File: config.mk
export PLATFORM = sky130hd
export DESIGN_NAME = fetch_ctrl_flat
export DESIGN_NICKNAME = d
export VERILOG_FILES = /design/src/rtl/fetch_ctrl_pkg.sv /design/src/rtl/fetch_ctrl_if.sv /design/src/rtl/fetch_ctrl_branch_resolve.sv /design/src/rtl/fetch_ctrl.sv /design/src/flat_wrapper.sv
export SDC_FILE = /design/constraint.sdc
export NUM_CORES = 1
export LEC_CHECK = 0
export BUFFER_PORTS_ARGS = -buffer_cell sky130_fd_sc_hd__clkbuf_2
export CORE_MARGIN = 1.5
export CORE_UTILIZATION = 45
export DETAILED_ROUTE_END_ITERATION = 10
export MAX_ROUTING_LAYER = met4
export PLACE_DENSITY_LB_ADDON = 0.12
export SYNTH_ARGS = -nofsm -noshare
export SYNTH_HDL_FRONTEND = slang
export SYNTH_SLANG_ARGS = --single-unit
export TNS_END_PERCENT = 20
File: constraint.sdc
create_clock -name CLK -period 3.4 [get_ports CLK]
set_input_delay 0.68 -clock CLK [delete_from_list [all_inputs] [get_ports CLK]]
set_output_delay 0.68 -clock CLK [all_outputs]
set_load 0.05 [all_outputs]
File: src/rtl/fetch_ctrl_pkg.sv
// Shared types and encodings for the fetch-stage PC sequencer.
// State, branch-select and width constants live here.
package fetch_ctrl_pkg;

    localparam int PC_W  = 8;
    localparam int CNT_W = 4;

    typedef enum logic [1:0] {
        IDLE  = 2'd0,
        FETCH = 2'd1,
        FLUSH = 2'd2
    } state_t;

    localparam logic [1:0] SEL_SEQ = 2'd0;
    localparam logic [1:0] SEL_BRA = 2'd1;
    localparam logic [1:0] SEL_RAA = 2'd2;
    localparam logic [1:0] SEL_JMP = 2'd3;

endpackage

File: src/rtl/fetch_ctrl_if.sv
// Instruction-memory handshake plus execute-stage redirect bundle.
// master = fetch_ctrl, slave = memory / execute side.
interface fetch_ctrl_if;
    import fetch_ctrl_pkg::*;

    logic            imem_req;
    logic            imem_ack;
    logic            br_valid;
    logic [1:0]      BS;
    logic            PS;
    logic            Z;
    logic [PC_W-1:0] BrA;
    logic [PC_W-1:0] RAA;

    modport master (
        output imem_req,
        input  imem_ack,
        input  br_valid,
        input  BS,
        input  PS,
        input  Z,
        input  BrA,
        input  RAA
    );

    modport slave (
        input  imem_req,
        output imem_ack,
        output br_valid,
        output BS,
        output PS,
        output Z,
        output BrA,
        output RAA
    );

endinterface

File: src/rtl/fetch_ctrl_branch_resolve.sv
// Combinational BS/PS/Z branch resolution: select, raw taken and target.
// Kept standalone so the branch predictor can reuse it.
module branch_resolve
    import fetch_ctrl_pkg::*;
(
    input  logic [1:0]      BS,
    input  logic            PS,
    input  logic            Z,
    input  logic [PC_W-1:0] BrA,
    input  logic [PC_W-1:0] RAA,
    input  logic            br_valid,
    output logic [1:0]      sel,
    output logic            taken_raw,
    output logic [PC_W-1:0] target
);

    assign sel[1]    = BS[1];
    assign sel[0]    = ((PS ^ Z) | BS[1]) & BS[0];
    assign taken_raw = br_valid & (sel != SEL_SEQ);

    always_comb begin
        target = BrA;
        unique case (sel)
            SEL_SEQ: target = BrA;
            SEL_BRA: target = BrA;
            SEL_RAA: target = RAA;
            SEL_JMP: target = BrA;
            default: target = BrA;
        endcase
    end

endmodule

File: src/rtl/fetch_ctrl.sv
// Fetch-stage PC sequencer: imem handshake, redirects and
// fixed-length wrong-path flush after each taken redirect.
module fetch_ctrl
    import fetch_ctrl_pkg::*;
#(
    parameter int unsigned     FLUSH_CYCLES = 2,
    parameter logic [PC_W-1:0] RESET_PC     = 8'h00
) (
    input  logic            CLK,
    input  logic            reset,
    input  logic            stall,
    fetch_ctrl_if.master    bus,
    output logic [PC_W-1:0] PC,
    output logic [PC_W-1:0] PC_1,
    output logic            instr_valid,
    output logic            flush,
    output logic            taken
);

    state_t           state;
    logic [CNT_W-1:0] cnt;
    logic [1:0]       sel;
    logic             taken_raw;
    logic [PC_W-1:0]  target;
    logic             fetching;

    branch_resolve u_br (
        .BS        (bus.BS),
        .PS        (bus.PS),
        .Z         (bus.Z),
        .BrA       (bus.BrA),
        .RAA       (bus.RAA),
        .br_valid  (bus.br_valid),
        .sel       (sel),
        .taken_raw (taken_raw),
        .target    (target)
    );

    assign fetching     = (state == FETCH);
    assign taken        = fetching & taken_raw & (sel != SEL_SEQ);
    assign bus.imem_req = fetching & ~stall & ~taken;
    assign instr_valid  = bus.imem_req & bus.imem_ack;
    assign PC_1         = PC + 8'd1;

    // Redirect outranks stall and ack; an ack in that cycle is dropped.
    always_ff @(posedge CLK or negedge reset) begin
        if (!reset) begin
            state <= IDLE;
            PC    <= RESET_PC;
            flush <= 1'b0;
            cnt   <= '0;
        end else begin
            unique case (state)
                IDLE: begin
                    state <= FETCH;
                end
                FETCH: begin
                    if (taken) begin
                        PC    <= target;
                        state <= FLUSH;
                        flush <= 1'b1;
                        cnt   <= CNT_W'(FLUSH_CYCLES - 1);
                    end else if (instr_valid) begin
                        PC <= PC_1;
                    end
                end
                FLUSH: begin
                    if (cnt == '0) begin
                        state <= FETCH;
                        flush <= 1'b0;
                    end else begin
                        cnt <= cnt - 1'b1;
                    end
                end
                default: begin
                    state <= IDLE;
                    flush <= 1'b0;
                end
            endcase
        end
    end

endmodule

File: src/flat_wrapper.sv
// flat-port wrapper written by rule: the top's interface ports become plain ports
module fetch_ctrl_flat import fetch_ctrl_pkg::*;
#(
    parameter int unsigned     FLUSH_CYCLES = 2,
    parameter logic [PC_W-1:0] RESET_PC     = 8'h00
)
  (CLK, reset, stall, PC, PC_1, instr_valid, flush, taken, bus_imem_req, bus_imem_ack, bus_br_valid, bus_BS, bus_PS, bus_Z, bus_BrA, bus_RAA);
  fetch_ctrl_if bus_i ();
  input  logic CLK;
  input  logic reset;
  input  logic stall;
  output logic [PC_W-1:0] PC;
  output logic [PC_W-1:0] PC_1;
  output logic instr_valid;
  output logic flush;
  output logic taken;
  output wire logic [$bits(bus_i.imem_req)-1:0] bus_imem_req;
  input wire logic [$bits(bus_i.imem_ack)-1:0] bus_imem_ack;
  input wire logic [$bits(bus_i.br_valid)-1:0] bus_br_valid;
  input wire logic [$bits(bus_i.BS)-1:0] bus_BS;
  input wire logic [$bits(bus_i.PS)-1:0] bus_PS;
  input wire logic [$bits(bus_i.Z)-1:0] bus_Z;
  input wire logic [$bits(bus_i.BrA)-1:0] bus_BrA;
  input wire logic [$bits(bus_i.RAA)-1:0] bus_RAA;
  assign bus_imem_req = bus_i.imem_req;
  assign bus_i.imem_ack = bus_imem_ack;
  assign bus_i.br_valid = bus_br_valid;
  assign bus_i.BS = bus_BS;
  assign bus_i.PS = bus_PS;
  assign bus_i.Z = bus_Z;
  assign bus_i.BrA = bus_BrA;
  assign bus_i.RAA = bus_RAA;
  fetch_ctrl #(.FLUSH_CYCLES(FLUSH_CYCLES), .RESET_PC(RESET_PC)) u_core (.CLK(CLK), .reset(reset), .stall(stall), .bus(bus_i), .PC(PC), .PC_1(PC_1), .instr_valid(instr_valid), .flush(flush), .taken(taken));
endmodule
==> results of run 1 <==
[power groups by stage]
| stage | Combinational [mW] | Sequential [mW] | Clock, mW |
|---|---|---|---|
| after floorplan | 0.680 | 0.521 | 0 |
| after global placement | 1.03 | 0.367 | 0 |
| after detailed placement | 1.04 | 0.372 | 0 |
| after CTS | 1.05 | 0.368 | 0.109 |
| after global routing | 1.12 | 0.384 | 0.115 |
| final | 1.04 | 0.370 | 0.106 |
[path summary, 6_finish.rpt]
path / startpoint / to / slack (ns)
min in group CLK: u_core.flush / u_core.flush / 0.49
worst min register to register: u_core.flush / u_core.flush / 0.49
worst min-delay path: reset / u_core.PC[3] / 0.29
worst max register to register: u_core.cnt[0] / u_core.cnt[1] / 1.49
worst max-delay path: bus_BS[0] / bus_imem_req / 0.70
max in group asynchronous: reset / u_core.state[1] / 2.83
[sequential cells by signal (all words and copies together) (netlist names)]
signal / count
u_core.PC: 8
u_core.flush: 1
u_core.state: 2
u_core.cnt: 4
[routing by layer]
layer / wire length, microns / up-vias
li1: - / 521
met1: 1260 / 496
met2: 1220 / 35
met3: 130 / 2
met4: 17 / 0
met5: 0 / -
[worst max-delay path: stages]
cell	delay (ns)
clkbuf_2	0.15
and4b_1	0.26
a2bb2oi_4	0.32
inv_4	0.16
nor3_1	0.15
clkbuf_2	0.30
[cell usage in the layout (no fill, tap or decap), types with 2 or more instances in the layout]
master,count
clkbuf_2,44
nand3_1,6
xnor2_1,3
a211oi_1,5
nand2_1,9
a22o_2,2
o31ai_1,2
mux2i_1,8
clkbuf_4,3
or3_1,2
dfrtp_1,15
inv_1,7
or2_0,2
ha_1,3
xor2_1,3
o21bai_1,2
mux2_2,3
o21ai_0,10
nor3_1,2
nor2_1,6
nand4b_1,2
nor2b_1,4
[final cells by class]
type	count	area (sq um)	share of cell area (%)
flip-flops and latches	15	375	27.1
clock buffers	3	22.5	1.62
well taps	28	35.0	2.53
clock inverters	1	5.00	0.361
inverters	8	32.5	2.35
multi-input cells	91	688	49.6
repair buffers	45	228	16.4
[kinds of logic after synthesis]
logic type	count (synthesis)	share of synthesized area (%)
compound gates	31	22.3
xor+xnor	7	6.09
fa+ha+maj	3	3.32
buf+inv	13	5.87
flops	15	33.2
mux	11	10.1
simple gates	39	19.2
==> run summary, run 1 <==
==================================================================================
Max cap viols                                                                    0
Final RePlAce weighted congestion                                            0.810
Cells taking the most area after synthesis                            dfrtp_1, mux2i_1, o21ai_0, a211oi_1, ha_1
CTS Root Cell                                                             clkbuf_4
Synthesized flop and latch total                                                15
Num ports                                                                       45
Worst reg2reg path depth                                                         6
GR Util All Layers                                                           21.0%
Power density over the cells                                          1100 nW/um^2
Skew final                                                               0.0102 ns
Final HPWL from detailed placement                                    1990 microns
Synth top cells by count                                              dfrtp_1, o21ai_0, nand2_1, mux2i_1, inv_1
Number of synthesized flops with an enable pin                                   0
Number of gates resized after cts                                                0
Kind of launch point of the worst setup path                             input pin
Switching pwr                                                               909 uW
Crit path time final                                                       2.70 ns
Switching part of the total                                                  59.9%
Worst supply voltage drop on vdd                                            746 uV
Average vias per placed instance                                              5.52
Final worst hold slack                                                    0.287 ns
Pin count of the biggest net entering global routing                            17
Most area-hungry cell type in the Yosys netlist                            dfrtp_1
Routing layer with the top usage in global route                              met2
Worst min-delay path category                                         input pin to async pin
Vias                                                                         1,054
CTS sink cnt                                                                    15
Library cell with the highest instance count after synthesis               dfrtp_1
Residual DRC                                                                     0
Post-CTS setup-driven buffer insertion count                                     0
Max clock buf depth                                                              2
Normalized max-slew margin                                                   51.9%
N_diodes                                                                         0
Layout net count                                                               192
Cts-stage hold buffer count                                                      0
Max Freq                                                                   370 MHz
Hold violation count in the final report                                         0
Port Buf Inserts                                                                44
Post-route clock period utilization                                          79.5%
Count of final max-slew check failures                                           0
Global routing met2 resource utilization                                     32.7%
Pre-CTS WS                                                                0.693 ns
Placeable core region                                                   2300 sq um
Clock tree from TritonCTS                                                     done
Die outline height                                                    53.1 microns
First-pass iteration count of the detailed router                                4
Average wire length per cell after detail routing                     13.7 microns
Worst setup slack after layout                                            0.696 ns
Reg clk slew, reported paths                                               0.10 ns
Peak fanout along the critical path                                             16
Yosys warning count                                                              0
Sum Neg Setup Slack                                                           0 ns
Global-route met3 utilization                                                3.67%
Remaining antenna violation count                                                0
Global-route track usage on met1                                             27.4%
Final instance area                                                     1390 sq um
Post-placement cell count                                                      187
Die outline width                                                     53.1 microns
Start-to-end type of the worst setup path                             input pin to primary output
Final Instance Count excl. Fillers                                             191
Async S/R FF share, synth                                                     100%
Share of total power in combinational logic                                  68.7%
Part of the power in registers                                               24.3%
Most used DFF post-synth                                                   dfrtp_1
Transition time of the tightest slew-check pin                            0.720 ns
Share of the yosys chip area belonging to registers                          33.2%
Final setup violation count                                                      0
Outcome                                                               finished clean
Vias in the first global route                                                 928
Antenna violations before repair                                                 0
Number of distinct library cells after synthesis                                42
Total wire length after detailed routing                              2620 microns
Kind of end point of the critical path                                primary output
Total internal power                                                        609 uW
Total design power                                                         1.52 mW
GRT Residual Overflow                                                            0
Starting DRC count in detailed routing                                          10
First-pass GRT wire length                                            4170 microns
Floorplan die area                                                      2820 sq um
Filler Cell Count                                                              218
Share of post-route cells with drive strength above 1                        37.4%
Share of the synthesized area in the top cell type                           33.2%
Synth Net Count                                                                147
Placement row count                                                             17
Post-Syn Instances                                                             119
Post-Synthesis Cell Area                                                1130 sq um
Insertion delay of the later-clocked pin in the worst-skew pair            0.29 ns
Average cell area after synthesis                                       9.49 sq um
Clock network fraction of design power                                        7.0%
CTS H-tree depth                                                                 1
Signed area change from the synthesized netlist to the final layout          22.7%
Utilization after layout                                                     60.3%
Instance area after placement                                           1360 sq um
RSZ-0062 raised after global routing                                         false
Worst EP required                                                          2.72 ns
CTS Buf Count                                                                    3
Arrival time at the worst endpoint                                         2.02 ns
Starting density of the core                                                 49.2%
Standby leakage power                                                     0.674 nW
==================================================================================
Note: power is estimated with default switching activity, not from simulation.
==> run 2: changes to the inputs <==
Clock period 3.4 ns to 2.5 ns, I/O delays scaled along.
==> run 2 against run 1 <==
Net effect: combinational power up 39%; core utilization increased by 2.0 points; non-clock buffer count increased by 5; via count increased by 4.0%; cell area up 3.2%; clock skew is 0.0048 ns lower; sequential share of layout area down 0.85 points; final cell count grew 2.6%; clock power up 38%; first-iteration DRC count grew 90%; critical path type is now flop to primary output; critical endpoint is now PC_1[6]; largest power group unchanged; highest routed layer unchanged.
==> run summary, run 2 (synthesized netlist as in run 1, its figures left out) <==
==================================================================================
N_diodes                                                                         0
Max cap viols                                                                    0
Normalized max-slew margin                                                   74.1%
Final HPWL from detailed placement                                    2210 microns
Final Instance Count excl. Fillers                                             196
Met2 WL                                                               1380 microns
Signed area change from the synthesized netlist to the final layout          26.7%
Top Registers                                                         u_core.PC (8), u_core.cnt (4), u_core.state (2)
Skew final                                                              0.00535 ns
Worst r2r src                                                         u_core.cnt[0]
Most flops, register                                                     u_core.PC
CTS Root Cell                                                             clkbuf_4
Worst reg2reg setup slack                                                  0.58 ns
Switching pwr                                                              1.25 mW
Standby leakage power                                                     0.698 nW
Share of post-route cells with drive strength above 1                        40.5%
Power density over the cells                                          1470 nW/um^2
Clock network fraction of design power                                        7.0%
CTS H-tree depth                                                                 1
Final instance area                                                     1430 sq um
Crit Reg-Reg Endpoint                                                 u_core.cnt[1]
Sum Neg Setup Slack                                                           0 ns
Post-route clock period utilization                                          93.7%
GR Util All Layers                                                           23.6%
Total design power                                                         2.10 mW
Kind of end point of the critical path                                primary output
Peak fanout along the critical path                                              6
Count of final max-slew check failures                                           0
CTS sink cnt                                                                    15
Worst min-delay path category                                         input pin to async pin
Share of total power in combinational logic                                  69.2%
Reg clk slew, reported paths                                               0.10 ns
Layout net count                                                               197
Port Buf Inserts                                                                44
Start-to-end type of the worst setup path                             flop to primary output
Vias                                                                         1,096
Remaining antenna violation count                                                0
Pre-CTS WS                                                                0.314 ns
Pin count of the biggest net entering global routing                            17
Final setup violation count                                                      0
Placeable core region                                                   2300 sq um
GRT Residual Overflow                                                            0
Hold violation count in the final report                                         0
Placement row count                                                             17
Worst reg2reg path depth                                                         6
First-pass GRT wire length                                            4690 microns
Vias in the first global route                                               1,054
Post-CTS setup-driven buffer insertion count                                     0
CTS Buf Count                                                                    3
Highest-count cells in the layout ignoring fill and taps              clkbuf_2, dfrtp_1, o21ai_0
Worst EP required                                                          2.00 ns
Starting density of the core                                                 49.2%
Total wire length after detailed routing                              2860 microns
Die outline width                                                     53.1 microns
Post-placement cell count                                                      192
Clock tree from TritonCTS                                                     done
Crit path to                                                               PC_1[6]
Transition time of the tightest slew-check pin                            0.389 ns
Critical Path Start                                                   u_core.PC[0]
Max Freq                                                                   427 MHz
Residual DRC                                                                     0
Max clock buf depth                                                              2
Outcome                                                               finished clean
Length of routed wiring on met1                                       1310 microns
Die outline height                                                    53.1 microns
Part of the power in registers                                               23.8%
Met3 Routed Length                                                     143 microns
Worst supply voltage drop on vdd                                            952 uV
Antenna violations before repair                                                 0
Kind of launch point of the worst setup path                                  flop
Insertion delay of the later-clocked pin in the worst-skew pair            0.29 ns
Crit path time final                                                       2.34 ns
Final RePlAce weighted congestion                                            0.788
Starting DRC count in detailed routing                                          19
Leading cell type in the layout, fill and taps excluded                   clkbuf_2
RSZ-0062 raised after global routing                                         false
Num ports                                                                       45
First-pass iteration count of the detailed router                                4
Number of gates resized after cts                                                0
Highest Signal Layer                                                          met4
Average wire length per cell after detail routing                     14.6 microns
Switching part of the total                                                  59.7%
Average vias per placed instance                                              5.59
Arrival time at the worst endpoint                                         1.84 ns
Number of flip-flops under the largest register name                             8
Worst setup slack after layout                                            0.158 ns
Floorplan die area                                                      2820 sq um
Cts-stage hold buffer count                                                      0
Total internal power                                                        845 uW
Instance area after placement                                           1400 sq um
==================================================================================
run 2: power groups by stage:
stage / clock network [mW] / registers (mW) / logic, mW
6_report: 0.146 / 0.499 / 1.45
2_1_floorplan: 0 / 0.708 / 0.932
3_5_place_dp: 0 / 0.502 / 1.46
4_1_cts: 0.147 / 0.497 / 1.46
5_1_grt: 0.162 / 0.519 / 1.56
3_3_place_gp: 0 / 0.493 / 1.43
run 2: area by class of cell:
| type | instances | area, sq um |
|---|---|---|
| fill | 206 | 866 |
| multi-input combinational | 91 | 696 |
| sequential | 15 | 375 |
| timing repair buffer | 50 | 265 |
| tap | 28 | 35.0 |
| inverter | 8 | 32.5 |
| clock buffer | 3 | 22.5 |
| clock inverter | 1 | 5.00 |
run 2: critical path: stages (launching register included):
cell	delay (ns)
dfrtp_1	0.45
ha_1	0.27
nand2_1	0.11
or3_1	0.38
nand2_1	0.08
clkbuf_2	0.27
run 2: through the flow:
stage	hold slack (ns)	util (%)
5_1_grt	0.136	62.3
4_1_cts	0.124	62.3
2_1_floorplan	0.204	-
3_3_place_gp	0.440	61.1
6_report	0.111	62.3
3_5_place_dp	0.445	61.1
run 2: layer usage:
| metal | track usage, % | up-vias |
|---|---|---|
| met4 | 7.26 | 0 |
| met3 | 2.82 | 2 |
| li1 | - | 533 |
| met1 | 28.5 | 522 |
| met5 | - | - |
| met2 | 40.8 | 39 |
run 2: how the worst min path moves through the flow:
stage          startpoint            end  slack, ns  depth (start not counted)
2_1_floorplan       reset   u_core.PC[0]       0.20                          0
3_3_place_gp        reset  u_core.cnt[2]       0.44                          1
3_5_place_dp        reset  u_core.cnt[2]       0.44                          1
4_1_cts             reset   u_core.flush       0.12                          1
5_1_grt             reset   u_core.PC[7]       0.14                          1
6_report            reset   u_core.flush       0.11                          1
